[src/rtl/rr_enc_pkg.sv]
// Shared constants, FSM state type and one-hot helper for the round-robin
// request encoder front end.
package rr_enc_pkg;

    localparam int N    = 8;
    localparam int IDXW = 3;

    typedef enum logic {
        IDLE  = 1'b0,
        GRANT = 1'b1
    } rr_state_e;

    function automatic logic [N-1:0] onehot8(input logic [IDXW-1:0] idx);
        return N'(1) << idx;
    endfunction

endpackage

[src/rtl/rr_pick8.sv]
// Round-robin pick: rotate candidates so ptr is bit 0, take the lowest set
// bit, then rotate the offset back into an absolute line index.
module rr_pick8
    import rr_enc_pkg::*;
(
    input  logic [N-1:0]    cand,
    input  logic [IDXW-1:0] ptr,
    output logic [IDXW-1:0] pick,
    output logic            any
);

    logic [N-1:0]    rot;
    logic [IDXW-1:0] off;

    always_comb begin
        rot = '0;
        off = '0;
        any = 1'b0;
        for (int i = 0; i < N; i++) begin
            rot[i] = cand[IDXW'(i) + ptr];
        end
        for (int i = 0; i < N; i++) begin
            if (!any && rot[i]) begin
                any = 1'b1;
                off = IDXW'(i);
            end
        end
        pick = off + ptr;
    end

endmodule

[src/rtl/rr_req_encoder8.sv]
// Sticky request capture with round-robin grant, presented as index plus
// one-hot word over a valid/ready handshake.
module rr_req_encoder8
    import rr_enc_pkg::*;
(
    input  logic            clk,
    input  logic            rst_n,
    input  logic [N-1:0]    req_i,
    output logic            out_valid,
    input  logic            out_ready,
    output logic [IDXW-1:0] out_idx,
    output logic [N-1:0]    out_onehot,
    output logic [N-1:0]    pending_o,
    output logic            drop_o
);

    rr_state_e       state, state_next;
    logic [N-1:0]    pending, pending_next;
    logic [IDXW-1:0] ptr, ptr_next, idx_next, pick_ptr, pick;
    logic [N-1:0]    clr, hold, cand;
    logic            hs, any;

    assign hs           = (state == GRANT) && out_ready;
    assign clr          = hs ? onehot8(out_idx) : '0;
    // A same-edge request on the line being cleared is a fresh event and survives.
    assign pending_next = (pending & ~clr) | req_i;
    // A stalled grant must not be offered again as a candidate.
    assign hold         = ((state == GRANT) && !hs) ? onehot8(out_idx) : '0;
    assign cand         = pending_next & ~hold;
    assign pick_ptr     = hs ? (out_idx + IDXW'(1)) : ptr;

    rr_pick8 u_pick (
        .cand (cand),
        .ptr  (pick_ptr),
        .pick (pick),
        .any  (any)
    );

    always_comb begin
        state_next = state;
        idx_next   = out_idx;
        ptr_next   = ptr;
        case (state)
            IDLE: begin
                if (any) begin
                    state_next = GRANT;
                    idx_next   = pick;
                end
            end
            GRANT: begin
                if (hs) begin
                    ptr_next = out_idx + IDXW'(1);
                    if (any) idx_next   = pick;
                    else     state_next = IDLE;
                end
            end
            default: state_next = IDLE;
        endcase
    end

    always_ff @(posedge clk or negedge rst_n) begin
        if (!rst_n) begin
            state   <= IDLE;
            pending <= '0;
            ptr     <= '0;
            out_idx <= '0;
            drop_o  <= 1'b0;
        end else begin
            state   <= state_next;
            pending <= pending_next;
            ptr     <= ptr_next;
            out_idx <= idx_next;
            drop_o  <= |(req_i & pending & ~clr);
        end
    end

    assign out_valid  = (state == GRANT);
    assign out_onehot = out_valid ? onehot8(out_idx) : '0;
    assign pending_o  = pending;

endmodule

[config.mk]
export PLATFORM = sky130hd
export DESIGN_NAME = rr_req_encoder8
export DESIGN_NICKNAME = d
export VERILOG_FILES = /design/src/rtl/rr_enc_pkg.sv /design/src/rtl/rr_pick8.sv /design/src/rtl/rr_req_encoder8.sv
export SDC_FILE = /design/constraint.sdc
export NUM_CORES = 1
export LEC_CHECK = 0
export CORE_MARGIN = 3
export CORE_UTILIZATION = 50
export CTS_BUF_LIST = sky130_fd_sc_hd__clkbuf_8
export CTS_CLUSTER_DIAMETER = 100
export DETAILED_ROUTE_END_ITERATION = 8
export PLACE_DENSITY = 0.88
export SLEW_MARGIN = 20
export SYNTH_ARGS = -nofsm -noshare
export SYNTH_HDL_FRONTEND = slang
export SYNTH_HIERARCHICAL = 1
export SYNTH_SLANG_ARGS = --single-unit
[constraint.sdc]
create_clock -name clk -period 6.1 [get_ports clk]
set_input_delay 1.22 -clock clk [delete_from_list [all_inputs] [get_ports clk]]
set_output_delay 1.22 -clock clk [all_outputs]
set_load 0.005 [all_outputs]
* Word-level counts from Yosys, hierarchy flattened
Index checks and enable logic that the tools add are counted.
** Word-level totals
- Bits in registers :: 16
- Bits of input ports :: 11
- Output and inout bits :: 21
- Logic and storage cells :: 91
** Cells by class
- Add/sub/neg operators :: 9
- Magnitude comparators :: 8
- Equal/unequal tests :: 1
- Shift-type cells :: 1
- Muxes and demuxes :: 41
- Bitwise gates (word level) :: 8
- Reductions and logical operators :: 18
** Operator list (number)
- bitwise AND 8 bit :: 4
- less-than comparator 3 x 4 -> 1 bit, second input constant :: 8
- binary-select mux 1 bit (select 3 bit) :: 8
- two-way mux 8 bit :: 3
- two-way mux 3 bit :: 7
- two-way mux 1 bit :: 19
- inverter 8 bit :: 2
- adder 3 bit, first input constant :: 4
- logical AND 1 bit :: 9
- logical NOT 1 bit :: 8
- bitwise OR 8 bit :: 1
- OR reduction 8 bit :: 1
- left shift 1 x 3 -> 8 bit, first input constant :: 1
- adder 2 x 3 -> 3 bit, first input constant :: 2
- case mux 3 bit (2 select lines) :: 1
- two-way mux 2 bit :: 2
- adder 1 x 3 -> 3 bit, first input constant :: 1
- adder 3 x 1 -> 3 bit, second input constant :: 1
- adder 3 bit :: 1
- inequality test 2 x 1 -> 1 bit, second input constant :: 1
- case mux 1 bit (2 select lines) :: 1
- inverter 1 bit :: 1

* Longest topological paths before layout
- Depth after elaboration :: 34
- Gate-level depth with buffers :: 18
- Mapped depth without buffers :: 15

* Modules after synthesis
Netlist, hierarchy kept.
** By module, submodules not included
- rr_req_encoder8 :: times used 1, cells an instance 90, area each 919.6 µm², seq. area each 400.4 µm²
- rr_pick8 :: times used 1, cells an instance 53, area each 654.4 µm², seq. area each 0.0 µm²

* Worst setup path before layout
No wires, ideal clock.
- Kind :: input to register
- From :: in out_ready
- To :: reg out_idx[2]
- Setup time :: 0.125 ns
- Arrival time :: 4.856 ns
- Slack :: 1.119 ns
- Stages :: 16
- Path through :: buf_2 -> nand2_1 -> o21ai_0 -> buf_6 -> inv_1 -> ha_1 -> buf_6 -> mux4_1 -> mux2i_1 -> o21ai_0 -> a32o_1 -> ha_1 -> fa_1 -> xor2_1 -> xnor2_1 -> mux2_2
** RTL lines
- from (decl) :: line rr_req_encoder8.sv:10 : input logic out_ready,
- logical AND 1 bit (*) :: line rr_req_encoder8.sv:23 : assign hs = (state == GRANT) && out_ready;
- two-way mux 3 bit (*)
- named net pick_ptr[0] :: line rr_req_encoder8.sv:19 : logic [IDXW-1:0] ptr, ptr_next, idx_next, pick_ptr, pick;
- branches (longest 24 deep; another with adder 1 x 3 -> 3 bit)
- adder 3 bit (*) :: line rr_pick8.sv:28 : pick = off + ptr;
- named net pick[2] :: line rr_req_encoder8.sv:19
- two-way mux 3 bit (*) :: line rr_req_encoder8.sv:45, rr_req_encoder8.sv:53
- two-way mux 3 bit :: line rr_req_encoder8.sv:51 : if (hs) begin
- case mux 3 bit (2 select lines) (*) :: line rr_req_encoder8.sv:43 : case (state)
- to (signal assigned) :: line rr_req_encoder8.sv:72 : out_idx <= idx_next;
- to (decl) :: line rr_req_encoder8.sv:11 : output logic [IDXW-1:0] out_idx,
Mark *: on every way through the listed nets, which the timed path passes. The select of a mux whose other input is x is not followed.
A chain may end at the register's enable or synchronous reset.

* Worst setup path after layout
Same ends and word-level chain as after synthesis.

==> metrics.md <==
| Metric | Value |
|---|---|
| Skew-Pair Late Insertion Delay | `~0.25 ns` |
| DR vias/cell | `6.274` |
| Commonest cells in the synthesized netlist | `16 x dfrtp_1, 9 x ha_1, 9 x nand2_1, 8 x a21o_1, 8 x inv_1` |
| VDD IR-drop max | `0.3608 mV` |
| Synth area leaders | `dfrtp_1 25%, mux4_1 10%, mux4_2 8.6%` |
| Initial antenna violation count | `0` |
| Clock sink count | `16` |
| Global route hottest layer | `met2` |
| Die Area | `0.003857 mm²` |
| Post-layout minimum cycle time | `5.279 ns` |
| Crit path launch type | `input pin` |
| Gate Count Post-Synth | `143` |
| Run status | `finished clean` |
| Worst Hold Slack | `0.5087 ns` |
| H-Tree Depth | `1` |
| Post-Syn Area | `0.001574 mm²` |
| First-pass GRT wire length | `6403 µm` |
| FMAX | `approximately 190 MHz` |
| Routing usage on met2 | `approximately a third` |
| Boundary Pins | `32` |
| Sequential element share of the synthesized area | `around 25%` |
| CTS Buf Count | `3` |
| DP Cell Count | `211` |
| Yosys warns | `6` |
| Post-CTS setup buffers | `0` |
| Synth async-reset ratio | `100.0%` |
| Number of global-route vias before repair | `1,312` |
| Leakage | `0.7293 nW` |
| Clock skew | `roughly 0.0034 ns` |
| Worst slew pin tran | `0.7436 ns` |
| Area Overhead vs Synth | `23.85%` |
| Overall routing resource usage | `between 20% and 30%` |
| Post-route core utilization | `67.77%` |
| DIE WIDTH | `62.11 µm` |
| Final ANT Viol Nets | `0` |
| Setup TNS | `0 ns` |
| Cell Pwr Density | `between 400 and 500 mW/mm²` |
| DRC violations left | `0` |
| RSZ-0062 raised after global routing | `no` |
| Hold Crit Class | `flip-flop to flip-flop` |
| Worst setup margin | `0.8206 ns` |
| CTS resizes | `0` |
| Diodes inserted | `0` |
| Max Cap Viol | `0` |
| Synth Area per Inst | `11.01 µm²` |
| Worst-path clk slew | `approximately 0.06 ns` |
| Ys flop type | `dfrtp_1` |
| Critical Path RT | `6.24 ns` |
| Max-slew violation count | `0` |
| Critical Setup Path Class | `input pin to flip-flop` |
| DRT Wirelength | `3828 µm` |
| Yosys cell types | `40` |
| Initial cell density of the core | `54.72%` |
| Syn nets | `164` |
| Share of layout cells above drive strength 1 | `12.72%` |
| Vias | `1,349` |
| Dominant cell type by area after synthesis | `dfrtp_1` |
| Hold Fails Final Rpt | `0` |
| Setup violations, final | `0` |
| Slew headroom | `50.27%` |
| Detailed Routing Iterations Pass 1 | `4` |
| M1 GR Usage | `25.76%` |
| Reg-to-reg slack, setup | `between 1.5 and 2 ns` |
| EDFF count, synth | `0` |
| Root Driver | `clkbuf_8` |
| CTS tree | `done` |
| Pre-CTS setup slack | `about 0.6 ns` |
| DP Wirelength | `2988 µm` |
| Deepest clock path buffer count | `2` |
| Final instance area | `0.001949 mm²` |
| CP Capture Type | `flip-flop` |
| Crit share post-route | `86.55%` |
| Core ar. | `0.002877 mm²` |
| WL/cell | `17.80 µm` |
| Synth top area share | `between 20 and 30%` |
| Critical path fanouts, max | `17` |
| Drt initial violations | `83` |
| Post-CTS Hold Buffers | `0` |
| Tot Pwr | `916.6 µW` |
| Gr ovfl total | `0` |
| Yosys reg bits | `16` |
| Met3 usage | `4.865%` |
| Top-count cell post-synth | `dfrtp_1` |
| Port Buffer Count | `31` |
| Largest net degree at the start of global routing | `18` |
| # rows | `19` |
| NumNets Final | `195` |
| Layout Cells excl Fill | `215` |
| Cell Area, Placed | `0.001894 mm²` |
| Die Y | `62.11 µm` |
| GPL Wtd Cong | `0.8538` |
| Worst path arrival time | `roughly 5.4 ns` |
[where the power goes]
| part | leakage [nW] | internal [mW] | switching, mW | total [mW] |
|---|---|---|---|---|
| clock network | 0.0288 | 0.0573 | 0.0371 | 0.0944 |
| registers | 0.163 | 0.135 | 0.0367 | 0.172 |
| logic | 0.537 | 0.342 | 0.308 | 0.650 |
[layout make-up]
cell class | instances | area, µm²
Multi-Input combinational cell | 111 | 1079
Tap cell | 42 | 52.55
Timing Repair Buffer | 34 | 332.8
Sequential cell | 16 | 400.4
Fill cell | 235 | 927.1
Inverter | 8 | 30.03
Clock buffer | 4 | 55.05
[critical path, stage by stage]
cell	delay (ns)
clkdlybuf4s50_1	0.45
buf_4	0.19
nand2_1	0.19
mux2_2	0.42
inv_1	0.09
ha_1	0.47
mux4_1	0.63
mux2i_1	0.22
o21ai_0	0.13
a32o_1	0.27
ha_1	0.20
fa_1	0.38
xor2_1	0.16
xnor2_1	0.12
mux2_2	0.26
[state kept, by name (all words and copies together), names as in the netlist]
| register | flops |
|---|---|
| drop_o | 1 |
| out_valid | 1 |
| pending_o | 8 |
| out_idx | 3 |
| ptr | 3 |
[metal layers]
layer  vias to the layer above  wire [µm]
met3                        11        252
li1                        610          -
met2                        58       1899
met4                         0         65
met5                         -          0
met1                       670       1610
[cell families after synthesis]
| kind of cell | count (synthesis) | share of synthesized area [%] |
|---|---|---|
| simple gates | 38 | 13.43 |
| compound gates | 31 | 14.63 |
| mux | 28 | 29.81 |
| buf+inv | 16 | 6.041 |
| flops | 16 | 25.44 |
| fa+ha+maj | 10 | 8.426 |
| xor+xnor | 4 | 2.226 |
[layout by cell type (no fill, tap or decap), types with 2 or more instances in the layout]
| cell type | n |
|---|---|
| a21o_1 | 8 |
| a21oi_1 | 2 |
| a32oi_1 | 4 |
| and2_1 | 5 |
| buf_4 | 3 |
| clkbuf_8 | 4 |
| clkdlybuf4s50_1 | 31 |
| dfrtp_1 | 16 |
| ha_1 | 9 |
| inv_1 | 8 |
| mux2_1 | 2 |
| mux2_2 | 7 |
| mux2i_1 | 6 |
| mux4_1 | 6 |
| mux4_2 | 6 |
| nand2_1 | 9 |
| nand2b_1 | 2 |
| nand3_1 | 3 |
| nand4_1 | 4 |
| nand4b_1 | 3 |
| nor2_1 | 6 |
| o21ai_0 | 5 |
| o31a_1 | 6 |
| xor2_1 | 3 |
[final timing paths]
kind                       depth (start not counted)            to       from
max                                               15    out_idx[2]  out_ready
min                                                2        ptr[0]     ptr[0]
max reg2reg                                       13    out_idx[2]  out_valid
min reg2reg                                        2        ptr[0]     ptr[0]
max in group asynchronous                          1    out_idx[0]      rst_n
min in group asynchronous                          1  pending_o[2]      rst_n
No activity file was read; power rests on OpenSTA's default activity.
